### src/rtl/i2c_pkg.sv
// Shared definitions for the I2C register sequencer: command codes, status bits,
// sequencer states and the per-step command/byte lookup.
package i2c_pkg;

   localparam logic [2:0] CMD_NONE       = 3'b000;
   localparam logic [2:0] CMD_START_ADDR = 3'b010;
   localparam logic [2:0] CMD_DATA       = 3'b100;
   localparam logic [2:0] CMD_DATA_STOP  = 3'b101;
   localparam logic [2:0] CMD_STOP       = 3'b001;

   localparam int unsigned ST_BUSY = 0;
   localparam int unsigned ST_NACK = 1;

   localparam int unsigned STEP_W = 2;

   typedef enum logic [3:0] {
      S_IDLE,
      S_ISSUE,
      S_WAIT_BUSY,
      S_WAIT_IDLE,
      S_CHECK,
      S_STOP_ISSUE,
      S_STOP_WAIT_BUSY,
      S_STOP_WAIT_IDLE,
      S_RESP
   } seq_state_e;

   typedef struct packed {
      logic       write;
      logic [6:0] dev_addr;
      logic [7:0] reg_addr;
      logic [7:0] wdata;
   } seq_req_t;

   // Writes: START/addr, reg, data+STOP. Reads add a repeated START before the final byte.
   function automatic logic [2:0] step_code(input logic write, input logic [STEP_W-1:0] step);
      case (step)
         2'd0:    return CMD_START_ADDR;
         2'd1:    return CMD_DATA;
         2'd2:    return write ? CMD_DATA_STOP : CMD_START_ADDR;
         default: return CMD_DATA_STOP;
      endcase
   endfunction

   function automatic logic [7:0] step_byte(input seq_req_t r, input logic [STEP_W-1:0] step);
      case (step)
         2'd0:    return {r.dev_addr, 1'b0};
         2'd1:    return r.reg_addr;
         2'd2:    return r.write ? r.wdata : {r.dev_addr, 1'b1};
         default: return 8'h00;
      endcase
   endfunction

   function automatic logic is_last_step(input logic write, input logic [STEP_W-1:0] step);
      return write ? (step == STEP_W'(2)) : (step == STEP_W'(3));
   endfunction

endpackage

### src/rtl/i2c_reg_seq_if.sv
// Host request/response handshake plus the command/status link to the I2C control block.
interface i2c_reg_seq_if;

   logic       req_valid;
   logic       req_ready;
   logic       req_write;
   logic [6:0] req_dev_addr;
   logic [7:0] req_reg_addr;
   logic [7:0] req_wdata;

   logic       rsp_valid;
   logic [7:0] rsp_rdata;
   logic       rsp_nack;
   logic       rsp_timeout;

   logic [2:0] i2c_ctrl;
   logic [7:0] i2c_data;
   logic [3:0] i2c_status;
   logic [7:0] i2c_rdata;

   modport slave (
      input  req_valid, req_write, req_dev_addr, req_reg_addr, req_wdata,
      input  i2c_status, i2c_rdata,
      output req_ready, rsp_valid, rsp_rdata, rsp_nack, rsp_timeout,
      output i2c_ctrl, i2c_data
   );

   modport master (
      output req_valid, req_write, req_dev_addr, req_reg_addr, req_wdata,
      output i2c_status, i2c_rdata,
      input  req_ready, rsp_valid, rsp_rdata, rsp_nack, rsp_timeout,
      input  i2c_ctrl, i2c_data
   );

endinterface

### src/rtl/i2c_step_timer.sv
// Per-step timeout counter: cleared at each command issue, counts while enabled,
// saturates and flags expiry once TIMEOUT_CYCLES cycles have elapsed.
module i2c_step_timer #(
   parameter int unsigned TIMEOUT_CYCLES = 200000
) (
   input  logic clk,
   input  logic reset_n,
   input  logic clr,
   input  logic en,
   output logic expired_c
);

   localparam int unsigned TO_W = $clog2(TIMEOUT_CYCLES + 1);

   logic [TO_W-1:0] count_q;

   always_ff @(posedge clk or negedge reset_n) begin
      if (!reset_n) begin
         count_q <= '0;
      end else if (clr) begin
         count_q <= '0;
      end else if (en && !expired_c) begin
         count_q <= count_q + TO_W'(1);
      end
   end

   assign expired_c = (count_q == TO_W'(TIMEOUT_CYCLES));

endmodule

### src/rtl/i2c_reg_seq.sv
// Register-level I2C sequencer: expands one read/write request into paced byte
// commands for the I2C control block and reports read data, nack or timeout.
module i2c_reg_seq
   import i2c_pkg::*;
#(
   parameter int unsigned TIMEOUT_CYCLES = 200000
) (
   input  logic          clk,
   input  logic          reset_n,
   i2c_reg_seq_if.slave  bus
);

   seq_state_e        state_q, state_d;
   logic [STEP_W-1:0] step_q, step_d;
   seq_req_t          req_q, req_d;

   logic       ready_q, ready_d;
   logic       rsp_valid_q, rsp_valid_d;
   logic [7:0] rdata_q, rdata_d;
   logic       nack_q, nack_d;
   logic       timeout_q, timeout_d;
   logic [2:0] ctrl_q, ctrl_d;
   logic [7:0] data_q, data_d;

   logic timer_clr_c, timer_en_c, timer_expired_c;
   logic busy_c, nack_in_c;
   logic status_unused_c;

   assign busy_c          = bus.i2c_status[ST_BUSY];
   assign nack_in_c       = bus.i2c_status[ST_NACK];
   assign status_unused_c = ^bus.i2c_status[3:2];

   i2c_step_timer #(.TIMEOUT_CYCLES(TIMEOUT_CYCLES)) u_timer (
      .clk       (clk),
      .reset_n   (reset_n),
      .clr       (timer_clr_c),
      .en        (timer_en_c),
      .expired_c (timer_expired_c)
   );

   always_ff @(posedge clk or negedge reset_n) begin
      if (!reset_n) begin
         state_q     <= S_IDLE;
         step_q      <= '0;
         req_q       <= '0;
         ready_q     <= 1'b1;
         rsp_valid_q <= 1'b0;
         rdata_q     <= '0;
         nack_q      <= 1'b0;
         timeout_q   <= 1'b0;
         ctrl_q      <= CMD_NONE;
         data_q      <= '0;
      end else begin
         state_q     <= state_d;
         step_q      <= step_d;
         req_q       <= req_d;
         ready_q     <= ready_d;
         rsp_valid_q <= rsp_valid_d;
         rdata_q     <= rdata_d;
         nack_q      <= nack_d;
         timeout_q   <= timeout_d;
         ctrl_q      <= ctrl_d;
         data_q      <= data_d;
      end
   end

   // Outputs are computed as next-cycle values so each one is a plain flop.
   always_comb begin
      state_d     = state_q;
      step_d      = step_q;
      req_d       = req_q;
      rdata_d     = rdata_q;
      nack_d      = nack_q;
      timeout_d   = timeout_q;
      ctrl_d      = CMD_NONE;
      data_d      = data_q;
      timer_clr_c = 1'b0;
      timer_en_c  = 1'b0;

      unique case (state_q)
         S_IDLE: begin
            if (bus.req_valid && ready_q) begin
               req_d = '{write:    bus.req_write,
                         dev_addr: bus.req_dev_addr,
                         reg_addr: bus.req_reg_addr,
                         wdata:    bus.req_wdata};
               step_d    = '0;
               rdata_d   = '0;
               nack_d    = 1'b0;
               timeout_d = 1'b0;
               state_d   = S_ISSUE;
               ctrl_d    = step_code(req_d.write, step_d);
               data_d    = step_byte(req_d, step_d);
            end
         end
         S_ISSUE: begin
            timer_clr_c = 1'b1;
            state_d     = S_WAIT_BUSY;
         end
         S_WAIT_BUSY, S_WAIT_IDLE: begin
            timer_en_c = 1'b1;
            if (timer_expired_c) begin
               state_d   = S_RESP;
               timeout_d = 1'b1;
               nack_d    = 1'b0;
               rdata_d   = '0;
            end else if (state_q == S_WAIT_BUSY && busy_c) begin
               state_d = S_WAIT_IDLE;
            end else if (state_q == S_WAIT_IDLE && !busy_c) begin
               state_d = S_CHECK;
            end
         end
         S_CHECK: begin
            // The master nack on the final read byte is normal protocol, not an error.
            if (nack_in_c && (req_q.write || !is_last_step(req_q.write, step_q))) begin
               state_d = S_STOP_ISSUE;
               ctrl_d  = CMD_STOP;
            end else if (is_last_step(req_q.write, step_q)) begin
               state_d = S_RESP;
               if (!req_q.write) begin
                  rdata_d = bus.i2c_rdata;
               end
            end else begin
               step_d  = step_q + STEP_W'(1);
               state_d = S_ISSUE;
               ctrl_d  = step_code(req_q.write, step_d);
               data_d  = step_byte(req_q, step_d);
            end
         end
         S_STOP_ISSUE: begin
            timer_clr_c = 1'b1;
            state_d     = S_STOP_WAIT_BUSY;
         end
         S_STOP_WAIT_BUSY, S_STOP_WAIT_IDLE: begin
            timer_en_c = 1'b1;
            nack_d     = 1'b1;
            if (timer_expired_c) begin
               state_d   = S_RESP;
               timeout_d = 1'b1;
            end else if (state_q == S_STOP_WAIT_BUSY && busy_c) begin
               state_d = S_STOP_WAIT_IDLE;
            end else if (state_q == S_STOP_WAIT_IDLE && !busy_c) begin
               state_d = S_RESP;
            end
         end
         S_RESP: begin
            state_d = S_IDLE;
         end
         default: begin
            state_d = S_IDLE;
         end
      endcase

      ready_d     = (state_d == S_IDLE);
      rsp_valid_d = (state_d == S_RESP);
   end

   assign bus.req_ready   = ready_q;
   assign bus.rsp_valid   = rsp_valid_q;
   assign bus.rsp_rdata   = rdata_q;
   assign bus.rsp_nack    = nack_q;
   assign bus.rsp_timeout = timeout_q;
   assign bus.i2c_ctrl    = ctrl_q;
   assign bus.i2c_data    = data_q;

endmodule

### src/flat_wrapper.sv
// flat-port wrapper written by rule: the top's interface ports become plain ports
module i2c_reg_seq_flat import i2c_pkg::*;
#(
   parameter int unsigned TIMEOUT_CYCLES = 200000
)
  (clk, reset_n, bus_req_valid, bus_req_write, bus_req_dev_addr, bus_req_reg_addr, bus_req_wdata, bus_i2c_status, bus_i2c_rdata, bus_req_ready, bus_rsp_valid, bus_rsp_rdata, bus_rsp_nack, bus_rsp_timeout, bus_i2c_ctrl, bus_i2c_data);
  i2c_reg_seq_if bus_i ();
  input  logic clk;
  input  logic reset_n;
  input wire logic [$bits(bus_i.req_valid)-1:0] bus_req_valid;
  input wire logic [$bits(bus_i.req_write)-1:0] bus_req_write;
  input wire logic [$bits(bus_i.req_dev_addr)-1:0] bus_req_dev_addr;
  input wire logic [$bits(bus_i.req_reg_addr)-1:0] bus_req_reg_addr;
  input wire logic [$bits(bus_i.req_wdata)-1:0] bus_req_wdata;
  input wire logic [$bits(bus_i.i2c_status)-1:0] bus_i2c_status;
  input wire logic [$bits(bus_i.i2c_rdata)-1:0] bus_i2c_rdata;
  output wire logic [$bits(bus_i.req_ready)-1:0] bus_req_ready;
  output wire logic [$bits(bus_i.rsp_valid)-1:0] bus_rsp_valid;
  output wire logic [$bits(bus_i.rsp_rdata)-1:0] bus_rsp_rdata;
  output wire logic [$bits(bus_i.rsp_nack)-1:0] bus_rsp_nack;
  output wire logic [$bits(bus_i.rsp_timeout)-1:0] bus_rsp_timeout;
  output wire logic [$bits(bus_i.i2c_ctrl)-1:0] bus_i2c_ctrl;
  output wire logic [$bits(bus_i.i2c_data)-1:0] bus_i2c_data;
  assign bus_i.req_valid = bus_req_valid;
  assign bus_i.req_write = bus_req_write;
  assign bus_i.req_dev_addr = bus_req_dev_addr;
  assign bus_i.req_reg_addr = bus_req_reg_addr;
  assign bus_i.req_wdata = bus_req_wdata;
  assign bus_i.i2c_status = bus_i2c_status;
  assign bus_i.i2c_rdata = bus_i2c_rdata;
  assign bus_req_ready = bus_i.req_ready;
  assign bus_rsp_valid = bus_i.rsp_valid;
  assign bus_rsp_rdata = bus_i.rsp_rdata;
  assign bus_rsp_nack = bus_i.rsp_nack;
  assign bus_rsp_timeout = bus_i.rsp_timeout;
  assign bus_i2c_ctrl = bus_i.i2c_ctrl;
  assign bus_i2c_data = bus_i.i2c_data;
  i2c_reg_seq #(.TIMEOUT_CYCLES(TIMEOUT_CYCLES)) u_core (.clk(clk), .reset_n(reset_n), .bus(bus_i));
endmodule
### config.mk
export PLATFORM = sky130hd
export DESIGN_NAME = i2c_reg_seq_flat
export DESIGN_NICKNAME = d
export VERILOG_FILES = /design/src/rtl/i2c_pkg.sv /design/src/rtl/i2c_reg_seq_if.sv /design/src/rtl/i2c_step_timer.sv /design/src/rtl/i2c_reg_seq.sv /design/src/flat_wrapper.sv
export SDC_FILE = /design/constraint.sdc
export NUM_CORES = 1
export LEC_CHECK = 0
export ABC_AREA = 1
export ABC_CLOCK_PERIOD_IN_PS = 2350
export CAP_MARGIN = 25
export CORE_MARGIN = 10
export CORE_UTILIZATION = 54
export DETAILED_ROUTE_END_ITERATION = 8
export GPL_TIMING_DRIVEN = 0
export PLACE_DENSITY = 0.81
export SETUP_SLACK_MARGIN = 0.05
export SKIP_CTS_REPAIR_TIMING = 1
export SKIP_LAST_GASP = 1
export SYNTH_ARGS = -nofsm -noshare
export SYNTH_HDL_FRONTEND = slang
export SYNTH_HIERARCHICAL = 1
export SYNTH_SLANG_ARGS = --single-unit
export TNS_END_PERCENT = 1
### constraint.sdc
create_clock -name clk -period 2.35 [get_ports clk]
set_input_delay 0.47 -clock clk [delete_from_list [all_inputs] [get_ports clk]]
set_output_delay 0.47 -clock clk [all_outputs]
set_load 0.03 [all_outputs]
* Yosys cells after proc, flatten, opt, wreduce, memory -nomap -nowiden
Cells that the tools add are included.
** Word-level totals
- Bits in registers :: 71
- Output and inout port bits :: 23
- Word-level logic and storage cells :: 106
** Cells by class
- Add/subtract/negate cells :: 2
- Equal/unequal tests :: 20
- Multiplexer cells :: 42
- Reduce and logical (&&, ||, !) cells :: 28
** Operators by type and width (count)
- 8-bit two-way mux :: 9
- 8-bit case mux with 3 select lines :: 2
- 18-bit two-way mux :: 2
- 4-bit two-way mux :: 9
- 4-bit case mux with 6 select lines :: 1
- 18-bit by 1-bit adder with 18-bit output (second input constant) :: 1
- 18-bit equality test (second input constant) :: 1
- 4-bit by 3-bit equality test with 1-bit output (second input constant) :: 4
- 8-bit case mux with 2 select lines :: 1
- 3-bit two-way mux :: 3
- 3-bit case mux with 3 select lines :: 1
- 4-bit by 2-bit equality test with 1-bit output (second input constant) :: 2
- 4-bit zero test :: 2
- 2-bit two-way mux :: 4
- 2-bit != test (second input constant) :: 4
- 1-bit logical AND :: 7
- 2-bit equality test (second input constant) :: 3
- 1-bit two-way mux :: 6
- 2-bit by 1-bit != test with 1-bit output (second input constant) :: 3
- 3-bit case mux with 2 select lines :: 1
- 3-bit AND reduction :: 2
- 6-bit AND reduction :: 1
- 2-bit nonzero test :: 3
- 3-bit nonzero test :: 2
- 14 further kinds :: 18

* Longest topological paths before layout
- Word-level depth :: 8
- Depth in mapped cells :: 12
- Depth with buffers taken out :: 12

* Modules after synthesis
The synthesis kept the hierarchy.
** Modules (own cells, without submodules)
- i2c_reg_seq :: instances 1, cells each 360, area an instance 2776.4 sq um, seq. area each 1327.5 sq um
- i2c_step_timer :: instances 1, cells each 177, area an instance 1241.2 sq um, seq. area each 450.4 sq um

* Worst setup path after synthesis
Ideal clock, no wire load.
- Kind :: flip-flop to flip-flop
- Start point :: register u_core.u_timer.count_q[0]
- End point :: register u_core.rdata_q[5], in the netlist u_core/bus.rsp_rdata[5]
- Arrival time :: 1.827 ns
- Setup slack :: 0.405 ns
- Stages on the path, launching flop included :: 13
- Buffers on the path :: 1
- Clock period less this slack :: 1.945 ns
- Cells stage by stage :: dfrtp_1 inv_2 ha_1 nand3_1 nor4_1 inv_1 nand3_1 nand2_1 nor2_2 nand2_4 buf_12 nand2_2 o21ai_2
** Between the ends
- Cells in the longest elaborated chain, start to end :: 3
** Ends and longest elaborated chain
- from (decl) :: line i2c_step_timer.sv:15 : logic [TO_W-1:0] count_q;
- from (signal assigned) :: line i2c_step_timer.sv:23 : count_q <= count_q + TO_W'(1);
- 18-bit equality test :: line i2c_step_timer.sv:27 : assign expired_c = (count_q == TO_W'(TIMEOUT_CYCLES));
- net u_core.timer_expired_c :: line i2c_reg_seq.sv:25 : logic timer_clr_c, timer_en_c, timer_expired_c;
- 2-bit != test (no line)
- 6-bit AND reduction (no line)
- to (signal assigned) :: line i2c_reg_seq.sv:59 : rdata_q <= rdata_d;
- to (decl) :: line i2c_reg_seq.sv:19 : logic [7:0] rdata_q, rdata_d;
The timed path passes the listed nets, and every way through them passes these cells.
A chain may end at the register's enable or synchronous reset.

* Worst setup path after layout
Same ends and word-level chain as after synthesis.

==> metrics.yaml <==
setup_path:
  cp_slowest_cell: "dfrtp_1"
  timing.rr.start: "u_core/u_timer/count_q[0]"
  critPathRequiredTime_ns: 2.59
  max_stage_delay_ns: 0.45
  cp_data_arrival_time_ns: 2.38
  path_cells: "inv_2 -> ha_1 -> nand3_1 -> nor4_4 -> inv_1 -> nand3_1 -> nand2_1 -> nor2_2 -> nand2_4 -> buf_12 -> nand2_2 -> o21ai_2"
  worstSetupPathType: "flop to flop"
  cp-startpoint: "u_core/u_timer/count_q[0]"
  cpMostUsedCell: "nand3_1"
  crit_fanout: 10
  critPathCaptureType: "flop"
  start_kind: "flop"
  r2r_slack_ns: 0.21
cells_and_area:
  seqCellArea_mm2: 0.00178
  fillerInstances: 630
  n_antenna_cell: 0
  syn2layout_area_growth_pct: 23.0
  drive_above_1_share: 0.111
  final_cells: 711
  nNetsFinal: 652
  final_common_cell: "nand2_1"
  layout_common_cells: "216 x nand2_1, 70 x dfrtp_1, 58 x clkdlybuf4s50_1"
  multi_input_comb_area_mm2: 0.00190
  fin_util: 0.681
timing:
  hold_viol_final: 0
  max_freq_mhz: 468
  fin_skew_ns: 0.00791
  whs_ns: 0.238
  slew_headroom: 0.411
  post-route-period-util: 0.909
  slew_viol_final: 0
  grt_setup_unrepaired: "false"
  layout_setup_ws_ns: 0.213
  finalSetupViolCount: 0
  worst_slew_pin_slew_ns: 0.883
  min_period_ns: 2.14
cts:
  cts_root_buf: "clkbuf_8"
  clock_latency_ns: 0.35
  numCtsBuffers: 9
  clkSinkCount: 71
  cts.path.max_buffers: 2
  h-tree-depth: 3
  cts_tree: "done"
  clkTransAtPathRegs_ns: 0.07
placed_design:
  pre_cts_ws_ns: 0.123
  dp_hpwl_um: 7420
  io_buffer_count: 59
  place.gp.congestion: 0.918
  placed_cells: 695
run_status:
  status: "finished clean"
power:
  worst_ir_drop_vdd_v: 0.000720
  p_seq_frac: 0.338
  p_comb_frac: 0.488
  power.internal_mw: 3.20
  power_leakage_nw: 2.45
  power.density_mw_per_mm2: 1150
  pwr-share-clk: 0.174
  power_switching_mw: 2.46
  p_sw_frac: 0.435
global_routing:
  grt.overflow.total: 0
  grt_max_degree: 72
  grt_usage: 0.181
  grt_pass1_vias: 3563
  antenna_found_initial: 0
  grt_pass1_wl_um: 17100
yosys:
  yosysWarnings: 6
  ys_seq_area_frac: 0.443
  syn_avg_cell_area_um2: 7.48
  yosysUniqueCellTypes: 33
  syn_area_mm2: 0.00402
  synth_fp_nets: 582
  synth_seq_cells: 71
  postSynthCellCount: 537
routing:
  drcViolationCount: 0
  drtIter0Drc: 232
  first_pass_iters: 5
  num_vias: 3708
  detail_route.wl_per_cell_um: 14.2
  antenna_left: 0
  wl_um: 10100
  vias_per_cell: 5.22
hold_path:
  hold_path_class: "input port to asynchronous set/reset pin"
floorplanning:
  die_w_um: 106
  fp-row-count: 31
  start_util: 0.554
  io_pins: 62
  core-area_mm2: 0.00725
  die-area_mm2: 0.0113
  fp.dieH_um: 106
flow_run:
  maxCapViolCount: 0
per-stage QoR:
stage | setup TNS, ns | instance area [um^2] | total power, mW
global placement | -111.75 | 4730 | 4.59
CTS | 0 | 4930 | 5.68
detailed placement | 0 | 4730 | 4.68
finish | 0 | 4940 | 5.66
global route | 0 | 4940 | 6.08
floorplan | 0 | 4020 | 3.83
state kept, by name, summed over array words and instances (netlist names):
name,count
u_core/bus.req_ready,1
u_core/bus.i2c_ctrl,3
u_core/bus.rsp_rdata,8
u_core/req_q,24
u_core/bus.rsp_valid,1
u_core/bus.i2c_data,8
u_core/state_q,4
u_core/step_q,2
u_core/bus.rsp_nack,1
u_core/u_timer/count_q,18
u_core/bus.rsp_timeout,1
cells in the mapped netlist, drive strengths merged:
library cell | number | area (um^2)
nand3 | 41 | 225
nor4 | 1 | 6.26
buf | 14 | 136
ha | 6 | 75.1
xor2 | 11 | 96.3
a21oi | 4 | 20.0
nand2 | 225 | 877
nor3 | 3 | 15.0
clkinv | 1 | 3.75
nor2 | 49 | 235
dfrtp | 70 | 1750
clkbuf | 5 | 18.8
o21bai | 1 | 7.51
nand3b | 2 | 15.0
o21ai | 39 | 233
nand4 | 10 | 62.6
inv | 52 | 198
a21boi | 2 | 15.0
dfstp | 1 | 26.3
critical path: cells and delay by family (launching register included):
kind	cells	cell delay, ns
compound gates	1	0.05
flops	1	0.45
buf+inv	3	0.37
simple gates	7	0.99
fa+ha+maj	1	0.15
layer usage:
metal	wire, um	global-route usage	vias up
met5	0	0	-
met3	573	0.0320	14
met1	4350	0.222	1753
li1	-	-	1808
met2	4930	0.306	133
met4	215	0.0793	0
worst paths after layout:
kind,endpoint,cells past startpoint
worst max-delay path,u_core/bus.rsp_rdata[5],12
worst min-delay path,u_core/bus.rsp_rdata[7],1
worst max register to register,u_core/bus.rsp_rdata[5],12
worst min register to register,u_core/bus.i2c_data[6],2
max in group asynchronous,u_core/u_timer/count_q[17],1
min in group clk,u_core/bus.i2c_data[6],2
logic make-up after synthesis:
family          count (synthesis)  share of synthesized area
compound gates                 46                     0.0685
xor+xnor                       11                     0.0240
fa+ha+maj                       6                     0.0187
buf+inv                        72                     0.0888
flops                          71                      0.443
simple gates                  331                      0.358
power by group through the flow:
stage / Combinational, mW / Sequential [mW] / Clock, mW
after floorplan: 1.66 / 2.17 / 0
after global placement: 2.68 / 1.91 / 0
after detailed placement: 2.75 / 1.93 / 0
after CTS: 2.76 / 1.91 / 1.01
after global routing: 3.06 / 1.96 / 1.06
final: 2.76 / 1.91 / 0.984
final cells by class:
cell class                      instances  area share
Timing Repair Buffer                   59       0.119
Buffer                                 19      0.0314
Multi-Input combinational cell        394       0.384
Sequential cell                        71       0.360
Inverter                               53      0.0408
Clock buffer                           10      0.0278
Tap cell                               99      0.0251
Clock inverter                          6      0.0122
No activity file was read; power rests on OpenSTA's default activity.
